<file path="src/rtl/rob_commit_unit.sv">
// Reorder buffer with in-order multi-slot commit. Commit outputs are registered and appear one cycle after the retiring edge.
// Backpressure: alloc_ready drops when all DEPTH entries are occupied; commit and writeback are never stalled.
module rob_commit_unit #(
    parameter int DEPTH        = 8,
    parameter int COMMIT_WIDTH = 2,
    parameter int DATA_W       = 32,
    parameter int REG_W        = 4,
    parameter int TAG_W        = 3
) (
    input  logic                           clk1,
    input  logic                           rst,
    input  logic                           alloc_valid,
    input  logic                           alloc_has_dest,
    input  logic [REG_W-1:0]               alloc_dest_reg,
    output logic                           alloc_ready,
    output logic [TAG_W-1:0]               alloc_tag,
    input  logic                           wb_valid,
    input  logic [TAG_W-1:0]               wb_tag,
    input  logic [DATA_W-1:0]              wb_value,
    input  logic                           flush,
    output logic [COMMIT_WIDTH-1:0]        commit_valid,
    output logic [COMMIT_WIDTH-1:0]        commit_we,
    output logic [COMMIT_WIDTH*REG_W-1:0]  commit_reg,
    output logic [COMMIT_WIDTH*TAG_W-1:0]  commit_tag,
    output logic [COMMIT_WIDTH*DATA_W-1:0] commit_value,
    output logic [TAG_W:0]                 count,
    output logic                           empty,
    output logic                           full,
    output logic [31:0]                    cycle_count
);

    logic [DEPTH-1:0]             ent_valid;
    logic [DEPTH-1:0]             ent_done;
    logic [DEPTH-1:0]             ent_has_dest;
    logic [DEPTH-1:0][REG_W-1:0]  ent_reg;
    logic [DEPTH-1:0][DATA_W-1:0] ent_value;

    logic [TAG_W-1:0] head_q;
    logic [TAG_W-1:0] tail_q;
    logic [TAG_W:0]   count_q;
    logic [31:0]      cycle_q;

    logic             alloc_fire;
    logic [DEPTH-1:0] alloc_hit;
    logic [DEPTH-1:0] wb_hit;
    logic [DEPTH-1:0] ret_hit;
    logic [TAG_W:0]   n_ret;
    logic [TAG_W-1:0] slot_idx;
    logic             chain;

    logic [COMMIT_WIDTH-1:0]        cv_d;
    logic [COMMIT_WIDTH-1:0]        cwe_d;
    logic [COMMIT_WIDTH*REG_W-1:0]  creg_d;
    logic [COMMIT_WIDTH*TAG_W-1:0]  ctag_d;
    logic [COMMIT_WIDTH*DATA_W-1:0] cval_d;

    logic [COMMIT_WIDTH-1:0]        cv_q;
    logic [COMMIT_WIDTH-1:0]        cwe_q;
    logic [COMMIT_WIDTH*REG_W-1:0]  creg_q;
    logic [COMMIT_WIDTH*TAG_W-1:0]  ctag_q;
    logic [COMMIT_WIDTH*DATA_W-1:0] cval_q;

    // Space is judged on registered occupancy only; a same-edge retire does not open a slot.
    assign full        = (count_q == (TAG_W+1)'(DEPTH));
    assign empty       = (count_q == '0);
    assign alloc_ready = !full;
    assign alloc_tag   = tail_q;
    assign alloc_fire  = alloc_valid && alloc_ready && !flush;

    always_comb begin
        alloc_hit = '0;
        wb_hit    = '0;
        for (int i = 0; i < DEPTH; i++) begin
            alloc_hit[i] = alloc_fire && (tail_q == TAG_W'(i));
            wb_hit[i]    = wb_valid && (wb_tag == TAG_W'(i)) && ent_valid[i] && !ent_done[i];
        end
    end

    // A slot retires only if every older slot in this window also retires.
    always_comb begin
        ret_hit  = '0;
        n_ret    = '0;
        slot_idx = '0;
        chain    = 1'b1;
        cv_d     = '0;
        cwe_d    = '0;
        creg_d   = '0;
        ctag_d   = '0;
        cval_d   = '0;
        for (int k = 0; k < COMMIT_WIDTH; k++) begin
            slot_idx = head_q + TAG_W'(k);
            chain    = chain && ent_valid[slot_idx] && ent_done[slot_idx];
            if (chain) begin
                ret_hit[slot_idx]             = 1'b1;
                n_ret                         = n_ret + (TAG_W+1)'(1);
                cv_d[k]                       = 1'b1;
                cwe_d[k]                      = ent_has_dest[slot_idx];
                creg_d[k*REG_W +: REG_W]      = ent_reg[slot_idx];
                ctag_d[k*TAG_W +: TAG_W]      = slot_idx;
                cval_d[k*DATA_W +: DATA_W]    = ent_value[slot_idx];
            end
        end
    end

    always_ff @(posedge clk1) begin
        for (int i = 0; i < DEPTH; i++) begin
            if (rst || flush) begin
                ent_valid[i] <= 1'b0;
                ent_done[i]  <= 1'b0;
            end else if (alloc_hit[i]) begin
                ent_valid[i] <= 1'b1;
                ent_done[i]  <= 1'b0;
            end else if (ret_hit[i]) begin
                ent_valid[i] <= 1'b0;
                ent_done[i]  <= 1'b0;
            end else if (wb_hit[i]) begin
                ent_done[i]  <= 1'b1;
            end
        end
    end

    // Payload needs no reset: it is only observed through valid/done.
    always_ff @(posedge clk1) begin
        for (int i = 0; i < DEPTH; i++) begin
            if (alloc_hit[i]) begin
                ent_has_dest[i] <= alloc_has_dest;
                ent_reg[i]      <= alloc_dest_reg;
            end
            if (wb_hit[i]) begin
                ent_value[i] <= wb_value;
            end
        end
    end

    always_ff @(posedge clk1) begin
        if (rst) begin
            head_q  <= '0;
            tail_q  <= '0;
            count_q <= '0;
            cycle_q <= '0;
            cv_q    <= '0;
            cwe_q   <= '0;
            creg_q  <= '0;
            ctag_q  <= '0;
            cval_q  <= '0;
        end else begin
            cycle_q <= cycle_q + 32'd1;
            if (flush) begin
                head_q  <= '0;
                tail_q  <= '0;
                count_q <= '0;
                cv_q    <= '0;
                cwe_q   <= '0;
                creg_q  <= '0;
                ctag_q  <= '0;
                cval_q  <= '0;
            end else begin
                tail_q  <= tail_q + TAG_W'(alloc_fire);
                head_q  <= TAG_W'((TAG_W+1)'(head_q) + n_ret);
                count_q <= count_q + (TAG_W+1)'(alloc_fire) - n_ret;
                cv_q    <= cv_d;
                cwe_q   <= cwe_d;
                creg_q  <= creg_d;
                ctag_q  <= ctag_d;
                cval_q  <= cval_d;
            end
        end
    end

    assign commit_valid = cv_q;
    assign commit_we    = cwe_q;
    assign commit_reg   = creg_q;
    assign commit_tag   = ctag_q;
    assign commit_value = cval_q;
    assign count        = count_q;
    assign cycle_count  = cycle_q;

endmodule

</file>
<file path="config.mk">
export PLATFORM = sky130hd
export DESIGN_NAME = rob_commit_unit
export DESIGN_NICKNAME = d
export VERILOG_FILES = /design/src/rtl/rob_commit_unit.sv
export SDC_FILE = /design/constraint.sdc
export NUM_CORES = 1
export LEC_CHECK = 0
export CORE_MARGIN = 5
export CORE_UTILIZATION = 52
export DETAILED_ROUTE_END_ITERATION = 16
export GPL_ROUTABILITY_DRIVEN = 0
export PLACE_DENSITY = 0.79
export SYNTH_ARGS = -nofsm -noshare
export SYNTH_HDL_FRONTEND = slang
export SYNTH_SLANG_ARGS = --single-unit
</file>
<file path="constraint.sdc">
create_clock -name clk1 -period 3.4 [get_ports clk1]
set_input_delay 0.34 -clock clk1 [delete_from_list [all_inputs] [get_ports clk1]]
set_output_delay 0.34 -clock clk1 [all_outputs]
set_load 0.03 [all_outputs]
</file>
### Word level (Yosys, flattened, before mapping)

Cells that the tools add are included.

| operators by class | value |
|---|---|
| add/subtract/negate cells | 7 |
| order comparisons | 4 |
| equality and inequality tests | 15 |
| muxes and demuxes | 46 |
| bitwise operators | 3 |
| reduce and logical (&&, ||, !) cells | 72 |

Operator list:

| cell | number |
|---|---|
| $bmux W32 S3 | 2 |
| $mux W32 | 2 |
| $logic_and A1 B1 Y1 | 39 |
| $add A32 B1 Y32 const B | 1 |
| $reduce_or A3 Y1 | 10 |
| $mux W1 | 27 |
| $bmux W4 S3 | 2 |
| $eq A3 B3 Y1 const B | 8 |
| $bmux W1 S3 | 6 |
| $mux W8 | 2 |
| $reduce_bool A2 Y1 | 8 |
| $eq A3 B2 Y1 const B | 4 |
| $mux W4 | 3 |
| $logic_not A1 Y1 | 10 |
| $lt A3 B4 Y1 const B | 2 |
| $or A8 B8 Y8 | 1 |
| $demux W1 S3 | 2 |
| $eq A3 B1 Y1 const B | 2 |
| $ge A3 B1 Y1 const B | 2 |
| $logic_not A3 Y1 | 2 |
| $add A4 B1 Y4 | 1 |
| $add A4 B1 Y4 const B | 1 |
| $eq A4 B4 Y1 const B | 1 |
| $logic_not A4 Y1 | 1 |
| other kinds (7) | 8 |

| storage, ports and cells | value |
|---|---|
| bits in registers | 436 |
| output and inout port bits | 124 |

### Longest topological paths before layout

Gate-level depths: netlist of run 1.

| depth | value |
|---|---|
| depth after elaboration | 9 |
| mapped depth | 15 |

### Worst setup path before layout of run 1

No wires, ideal clock.

| timing path | value |
|---|---|
| path type | input port to flip-flop |
| start | input wb_tag[0] |
| end | register ent_value[224] (netlist name), enable pin |
| arrival time | 3025 ps |
| required time | 2930 ps |
| slack | -95 ps |
| stages on the path | 3 |
| cells stage by stage | and2_1 > nand3_1 > nor3b_1 |

| between the ends | value |
|---|---|
| cells in the longest elaborated chain, start to end | 4 |

Ends and longest elaborated chain:

| item | RTL line | source |
|---|---|---|
| from (decl) | 18 | `input logic [TAG_W-1:0] wb_tag,` |
| $eq A3 B3 Y1 | 75 | `wb_hit[i] = wb_valid && (wb_tag == TAG_W'(i)) && ent_valid[i] && !ent_done[i];` |
| $logic_and A1 B1 Y1 (3 in a row) | 75 |  |
| net wb_hit[7] | 45 | `logic [DEPTH-1:0] wb_hit;` |
| to (signal, indexed assignment) | 130 | `ent_value[i] <= wb_value;` |
| to (decl) | 36 | `logic [DEPTH-1:0][DATA_W-1:0] ent_value;` |

The timed path passes the listed nets, and every way through them passes these cells.
A chain may end at the register's enable or synchronous reset.

### Final worst setup path of run 1

| timing path | value |
|---|---|
| start | register head_q[0] |
| end | register count_q[2] (netlist: count[2]) |

| between the ends | value |
|---|---|
| cells in the longest elaborated chain, start to end | 7 |
| elaborated cells on any way between the ends | 16 |

Ends and longest elaborated chain:

| item | RTL line | source |
|---|---|---|
| from (decl) | 38 | `logic [TAG_W-1:0] head_q;` |
| from (signal assigned) | 159 | `head_q <= TAG_W'((TAG_W+1)'(head_q) + n_ret);` |
| $add A3 B1 Y3 or $bmux W1 S3 (tied branches) | 91, 92 |  |
| $bmux W1 S3 or $mux W1 (tied branches) | 92 | `chain = chain && ent_valid[slot_idx] && ent_done[slot_idx];` |
| $mux W1 (implied by the code) or $logic_and A1 B1 Y1 (tied branches) | 92 |  |
| $logic_and A1 B1 Y1 | 92 |  |
| $logic_and A1 B1 Y1 * | 92 |  |
| net chain | 49 | `logic chain;` |
| $mux W4 * | 93 | `if (chain) begin` |
| $sub A4 B4 Y4 * | 160 | `count_q <= count_q + (TAG_W+1)'(alloc_fire) - n_ret;` |
| to (signal assigned) | 160 |  |
| to (decl) | 40 | `logic [TAG_W:0] count_q;` |

The timed path passes the listed nets; every way through them passes the cells marked *. The select of a mux whose other input is x is not followed.

==> results of run 1 <==
critical path, delay by kind of cell (launching register included):
family	cells	cell delay, ns
adders and majority gates	5	1.32
and+or+nand+nor	2	0.23
buffers and inverters	2	0.11
xor gates and xnor gates	2	0.34
muxes	1	0.54
DFF	1	0.48
what timing repair did:
item                                    4_1_cts  5_1_grt
setup buffers                                 0        1
gates resized for setup                       0        0
endpoints found under the setup margin        0        1
cell usage after synthesis, types with 5 or more instances:
cell type	instances	area [sq um]
nand3_1	53	265.3
and4b_1	6	60.06
and3_1	16	100.1
clkbuf_1	33	123.9
buf_1	7	26.28
inv_1	23	86.33
mux4_2	19	427.9
edfxtp_1	296	8889
a2bb2oi_1	9	78.83
o22ai_1	10	62.56
buf_4	7	52.55
xor2_1	12	105.1
nand2b_1	5	31.28
nor2_1	96	360.4
nor2b_1	13	81.33
a221o_1	9	90.09
a22oi_1	73	548.0
ha_1	13	162.7
o21ai_0	46	230.2
dfxtp_1	140	2803
a21oi_1	59	295.3
xnor2_1	13	113.9
nand4_1	8	50.05
a31oi_1	50	312.8
nor4_1	7	43.79
buf_2	49	245.2
nand2_1	86	322.8
and2_1	8	50.05
nor3_1	15	75.07
mux2_2	40	450.4
mux2i_1	38	380.4
a221oi_1	49	429.2
a22o_1	32	280.3
per-layer routing:
layer  routed length, um  track usage, %  share of wire, %
met1               18500           33.17                36
met2               23900           40.82                47
met5                  39               0             0.076
met3                6485           6.277                13
met4                2345           11.97               4.6
per-stage QoR:
stage / total power, uW / hold WS, ns / cell area [sq um] / cells / utilization, %
after floorplan: 5835 / 0.4389 / 18260 / 1402 / -
after global placement: 5949 / 0.4719 / 20700 / 1982 / 59.77
after detailed placement: 5954 / 0.4850 / 20700 / 1982 / 59.77
after CTS: 10860 / 0.5021 / 22190 / 2063 / 64.09
after global routing: 11090 / 0.5332 / 22200 / 2065 / 64.12
final: 10790 / 0.4993 / 22210 / 2066 / 64.13
how the worst max path moves through the flow:
stage / endpoint / slack (ns) / startpoint
floorplan: count[2] / 0.30 / head_q[1]
global placement: count[2] / 0.22 / head_q[1]
detailed placement: count[2] / 0.20 / head_q[1]
CTS: count[2] / 0.18 / head_q[1]
global route: count[2] / 0.06 / head_q[1]
finish: count[2] / 0.23 / head_q[0]
final cells by class:
class                   instances  area [sq um]
flip-flops and latches        436         11700
repair buffers                224          2240
clock buffers                  55          1227
multi-input cells             844          6108
clock inverters                26         270.3
fillers                      2458         12420
diodes                          2         5.005
inverters                      24         90.09
well taps                     455         569.3
cells by family after synthesis:
kind of cell               Yosys count  share of synthesized area [%]
AOI/OAI and AO/OA                  368                          14.43
xor gates and xnor gates            26                          1.351
adders and majority gates           15                          1.111
buffers and inverters              122                          3.037
DFF                                436                          64.06
muxes                               97                          6.897
and+or+nand+nor                    338                          9.118
power breakdown:
part,switching [uW],internal (uW)
Sequential,9.52,5660
Combinational,97.5,73.9
Clock,1990,2950
==> run metrics, run 1 <==
crit path cell chain=ha_4, xor2_4, mux4_2, and2_1, ha_1, ha_1, inv_1, ha_1, inv_1, fa_1, xor2_1, nor2_1; DR iter-0 viols=1567; Yosys cell types=68; die width=197.3 um; dpl ws=0.2017 ns; worst hold path type=reg -> reg; Sink Count=436; IO Port Bufs=168; Mapped Area=18250 sq um; Reg with most FFs=ent_value; number of global-route vias before repair=13.43k; post-route minimum period=3.166 ns; Setup WS post-layout=0.2337 ns; most frequent cells in the layout=edfxtp_1 (296), clkdlybuf4s50_1 (168), dfxtp_1 (138); Die Ht=197.3 um; max frequency=315.8 MHz; flops & latches, synth=436; total CTS buffers=44; global-route wire length before repair=77.36 mm; Cells after Synth=1402; Fin Clk Skew=0.02286 ns; critical path arrival=3.59 ns; EDFF count, synth=296; Skew-Pair Late Insertion Delay=0.55 ns; Post-CTS Hold Buffers=0; Final setup viols=0; measured slew at the worst slew-check pin=1.137 ns; DP Wirelength=30.08 mm; Worst Hold Path EP=cycle_count[0]; Post-Syn Area per Cell=13.02 sq um; pin count of the biggest net entering global routing=106; R2R depth=12; Seq/Total Area, Yosys=64.06%; Max transition margin=24.19%; status=completed; RSZ-0062 raised after global routing=false; commonest non-fill, non-tap cell in the layout=edfxtp_1; VDD IR max=0.3878 mV; setup TNS=0 ns; async set-or-reset flop fraction in the synthesized netlist=0%; Vias=13.54k; nets@finish=1634; Pleak=0.007313 uW; final wirelength=51.27 mm; die area=38950 sq um; Synth Net Count=1462; CTS tree=built; Layout area overhead=21.67%; total gr overflow=0; initial antenna violation count=4; pwr dens=485.9 nW/um^2; fin. max-slew vios=0; core area=34630 sq um; DR WL/cell=24.82 um; Max-cap violations=0; final worst path period share=93.13%; reg2reg start=head_q[0]; startpoint types=register; top_reg_cell synth=edfxtp_1; clk slew on worst S/H paths=0.07 ns; DRC Markers=0; Hold Path Depth=1; Fin. Hold Viols=0; max FFs per register=256; I/O pin total=169; Worst EP required=3.82 ns; Max Root-Sink Buffers=3; layout cells sized above 1=13.92%; row count=68; post-route ant nets=0; critical path type=reg -> reg; H-tree Lvls=2; FF-to-FF End=count[2]; Hold Startpoint=cycle_count[0]; initial core utilization=52.71%; drt pass-1 iters=5; YS warnings=0; Vias/cell=6.554; gr usage total=25.56%; R2R Setup Slk=0.23 ns; Crit. End Element=register; Worst path slowest cell=mux4_2; Max stage delay on crit path=0.54 ns; clk root buf=clkbuf_16; most frequent cell on the critical path=ha_1; Crit Path Max Fanout=19
(Power assumes the default switching activity.)
==> run 2, diff against run 1 <==
--- a/config.mk
+++ b/config.mk
@@ -10,6 +10,7 @@
 export DETAILED_ROUTE_END_ITERATION = 16
 export GPL_ROUTABILITY_DRIVEN = 0
 export PLACE_DENSITY = 0.79
+export SLEW_MARGIN = 20
 export SYNTH_ARGS = -nofsm -noshare
 export SYNTH_HDL_FRONTEND = slang
 export SYNTH_SLANG_ARGS = --single-unit
==> results of run 2 <==
Final layout, timing and power as in run 1 (identical DEF).
==> run 3, diff against run 2 <==
--- a/config.mk
+++ b/config.mk
@@ -5,11 +5,10 @@
 export SDC_FILE = /design/constraint.sdc
 export NUM_CORES = 1
 export LEC_CHECK = 0
-export CORE_MARGIN = 5
-export CORE_UTILIZATION = 52
+export CORE_UTILIZATION = 55
 export DETAILED_ROUTE_END_ITERATION = 16
 export GPL_ROUTABILITY_DRIVEN = 0
-export PLACE_DENSITY = 0.79
+export PLACE_DENSITY = 0.8
 export SLEW_MARGIN = 20
 export SYNTH_ARGS = -nofsm -noshare
 export SYNTH_HDL_FRONTEND = slang
==> constraint.sdc (replaced) <==
create_clock -name clk1 -period 3.3 [get_ports clk1]
set_input_delay 0.33 -clock clk1 [delete_from_list [all_inputs] [get_ports clk1]]
set_output_delay 0.33 -clock clk1 [all_outputs]
set_load 0.03 [all_outputs]
==> run 3 against run 2 <==
Compared with the run above:
- first-iteration DRC count is 14% higher
- sequential share of layout area is 0.25 points higher
- die area is 13% lower
- worst hold slack worse by 0.0029 ns
- global-route usage is 4.5 points higher
- sequential power is 3% higher
- fmax is 0.92% higher
- total power is 0.94% higher
- largest cell class unchanged
- highest routed layer is now met4
==> run metrics, run 3 (synthesis results as in run 1) <==
Layout area overhead=21.17%; post-route ant nets=0 (unchanged); gr usage total=30.02% (+4.5 points); setup TNS=0 ns (unchanged); Crit Path Max Fanout=4 (-15); worst hold path type=reg -> reg; H-tree Lvls=2 (unchanged); Skew-Pair Late Insertion Delay=0.55 ns (about the same); row count=66 (-2.9%); Hold Startpoint=cycle_count[0]; max FFs per register=256 (unchanged); measured slew at the worst slew-check pin=1.153 ns (+0.01549 ns); DRC Markers=0 (unchanged); DR iter-0 viols=1781 (+14%); total gr overflow=0 (unchanged); total CTS buffers=45 (+2.3%); Vias=13.48k (-0.41%); Vias/cell=6.549 (about the same); drt pass-1 iters=6 (+1); number of global-route vias before repair=13.39k (-0.31%); Reg with most FFs=ent_value; IO Port Bufs=168 (unchanged); critical path arrival=3.57 ns (-0.02 ns); nets@finish=1637 (+0.18%); R2R Setup Slk=0.16 ns (-0.07 ns); clk root buf=clkbuf_16; pwr dens=492.5 nW/um^2 (+1.4%); Worst EP required=3.74 ns (-0.08 ns); Sink Count=436 (unchanged); Max-cap violations=0 (unchanged); die area=33920 sq um (-13%); Max Root-Sink Buffers=3 (unchanged); Fin. Hold Viols=0 (unchanged); most frequent cells in the layout=edfxtp_1 (296), clkdlybuf4s50_1 (168), dfxtp_1 (137); status=completed; I/O pin total=169 (unchanged); non-filler instance count after layout=2059 (-0.34%); Worst Hold Path EP=cycle_count[0]; reg2reg start=head_q[1]; max frequency=318.7 MHz (+0.92%); FF-to-FF End=count[2]; most frequent cell on the critical path=ha_1; CP bufs+invs=3 (+1); Final setup viols=0 (unchanged); initial core utilization=55.95% (+3.2 points); DR WL/cell=24.61 um (-0.83%); core area=32620 sq um (-5.8%); Worst path slowest cell=mux4_2; commonest non-fill, non-tap cell in the layout=edfxtp_1; Inst Count DP=1972 (-0.50%); Pleak=0.007296 uW (-0.23%); VDD IR max=0.4293 mV (+11%); Fin Clk Skew=0.02544 ns (+0.002577 ns); R2R depth=13 (+1); Layout fillers=2197 (-11%); Max transition margin=23.16% (-1.0 points); Post-CTS Hold Buffers=0 (unchanged); die width=184.2 um (-6.7%); layout cells sized above 1=14.44% (+0.51 points); Crit path max-delay family=adder cells; pin count of the biggest net entering global routing=106 (unchanged); initial antenna violation count=2 (-2); RSZ-0062 raised after global routing=false; DP Wirelength=28.82 mm (-4.2%); crit path cell chain=buf_4, ha_4, xor2_4, mux4_2, and2_1, ha_1, ha_1, inv_1, ha_1, inv_1, fa_1, xor2_1, nor2_1; final worst path period share=95.07% (+1.9 points); Hold Path Depth=1 (unchanged); fin. max-slew vios=0 (unchanged); critical path depth in cells=13 (+1); Crit. End Element=register; critical path type=reg -> reg; Die Ht=184.2 um (-6.7%); post-route minimum period=3.137 ns (-0.02892 ns); Max stage delay on crit path=0.54 ns (about the same); CTS tree=built; global-route wire length before repair=76.61 mm (-0.96%); startpoint types=register; final wirelength=50.67 mm (-1.2%); clk slew on worst S/H paths=0.07 ns (about the same)
==> run 3: report_power, final <==
group	internal, uW	switching [uW]	total (uW)
registers	5830	9.97	5840
clock network	2790	2080	4870
logic	76.2	101	177
==> run 3: how the worst max path moves through the flow <==
stage / start / end / slack (ns)
finish: head_q[1] / count[2] / 0.16
global route: head_q[1] / count[2] / 0.008
CTS: head_q[1] / count[2] / 0.09
detailed placement: head_q[1] / count[2] / 0.11
global placement: head_q[1] / count[2] / 0.12
floorplan: head_q[1] / count[2] / 0.20
==> run 3: timing repair <==
action | CTS | global route
resized for setup | 0 | 6
setup buffers | 0 | 0
endpoints found under the setup margin | 0 | 2
==> run 3: final cells by class <==
class                           instances  area [sq um]  area share [%]
Antenna cell                            3         7.507         0.03395
Clock buffer                           53          1209           5.465
Clock inverter                         31         225.2           1.018
Inverter                               24         90.09          0.4074
Multi-Input combinational cell        844          6123           27.69
Sequential cell                       436         11700           52.92
Tap cell                              442         553.0           2.501
Timing Repair Buffer                  226          2205           9.969
==> run 3: through the flow <==
step	hold slack [ns]	total power, uW	setup WS, ns	util, %	instance area (sq um)
finish	0.4964	10890	0.1626	67.80	22120
global placement	0.4746	6131	0.1243	63.32	20650
global route	0.5163	11160	0.008046	67.79	22110
detailed placement	0.4850	6135	0.1143	63.32	20650
floorplan	0.4289	6012	0.2006	-	18260
CTS	0.4843	10950	0.09399	67.71	22090
==> run 3: layer usage <==
layer  global-route usage (%)  wire length (um)  share of wire (%)
met5                        0                 0                  0
met2                    48.26             23620                 47
met4                    16.20              2524                5.0
met3                    6.106              6218                 12
met1                    38.41             18310                 36
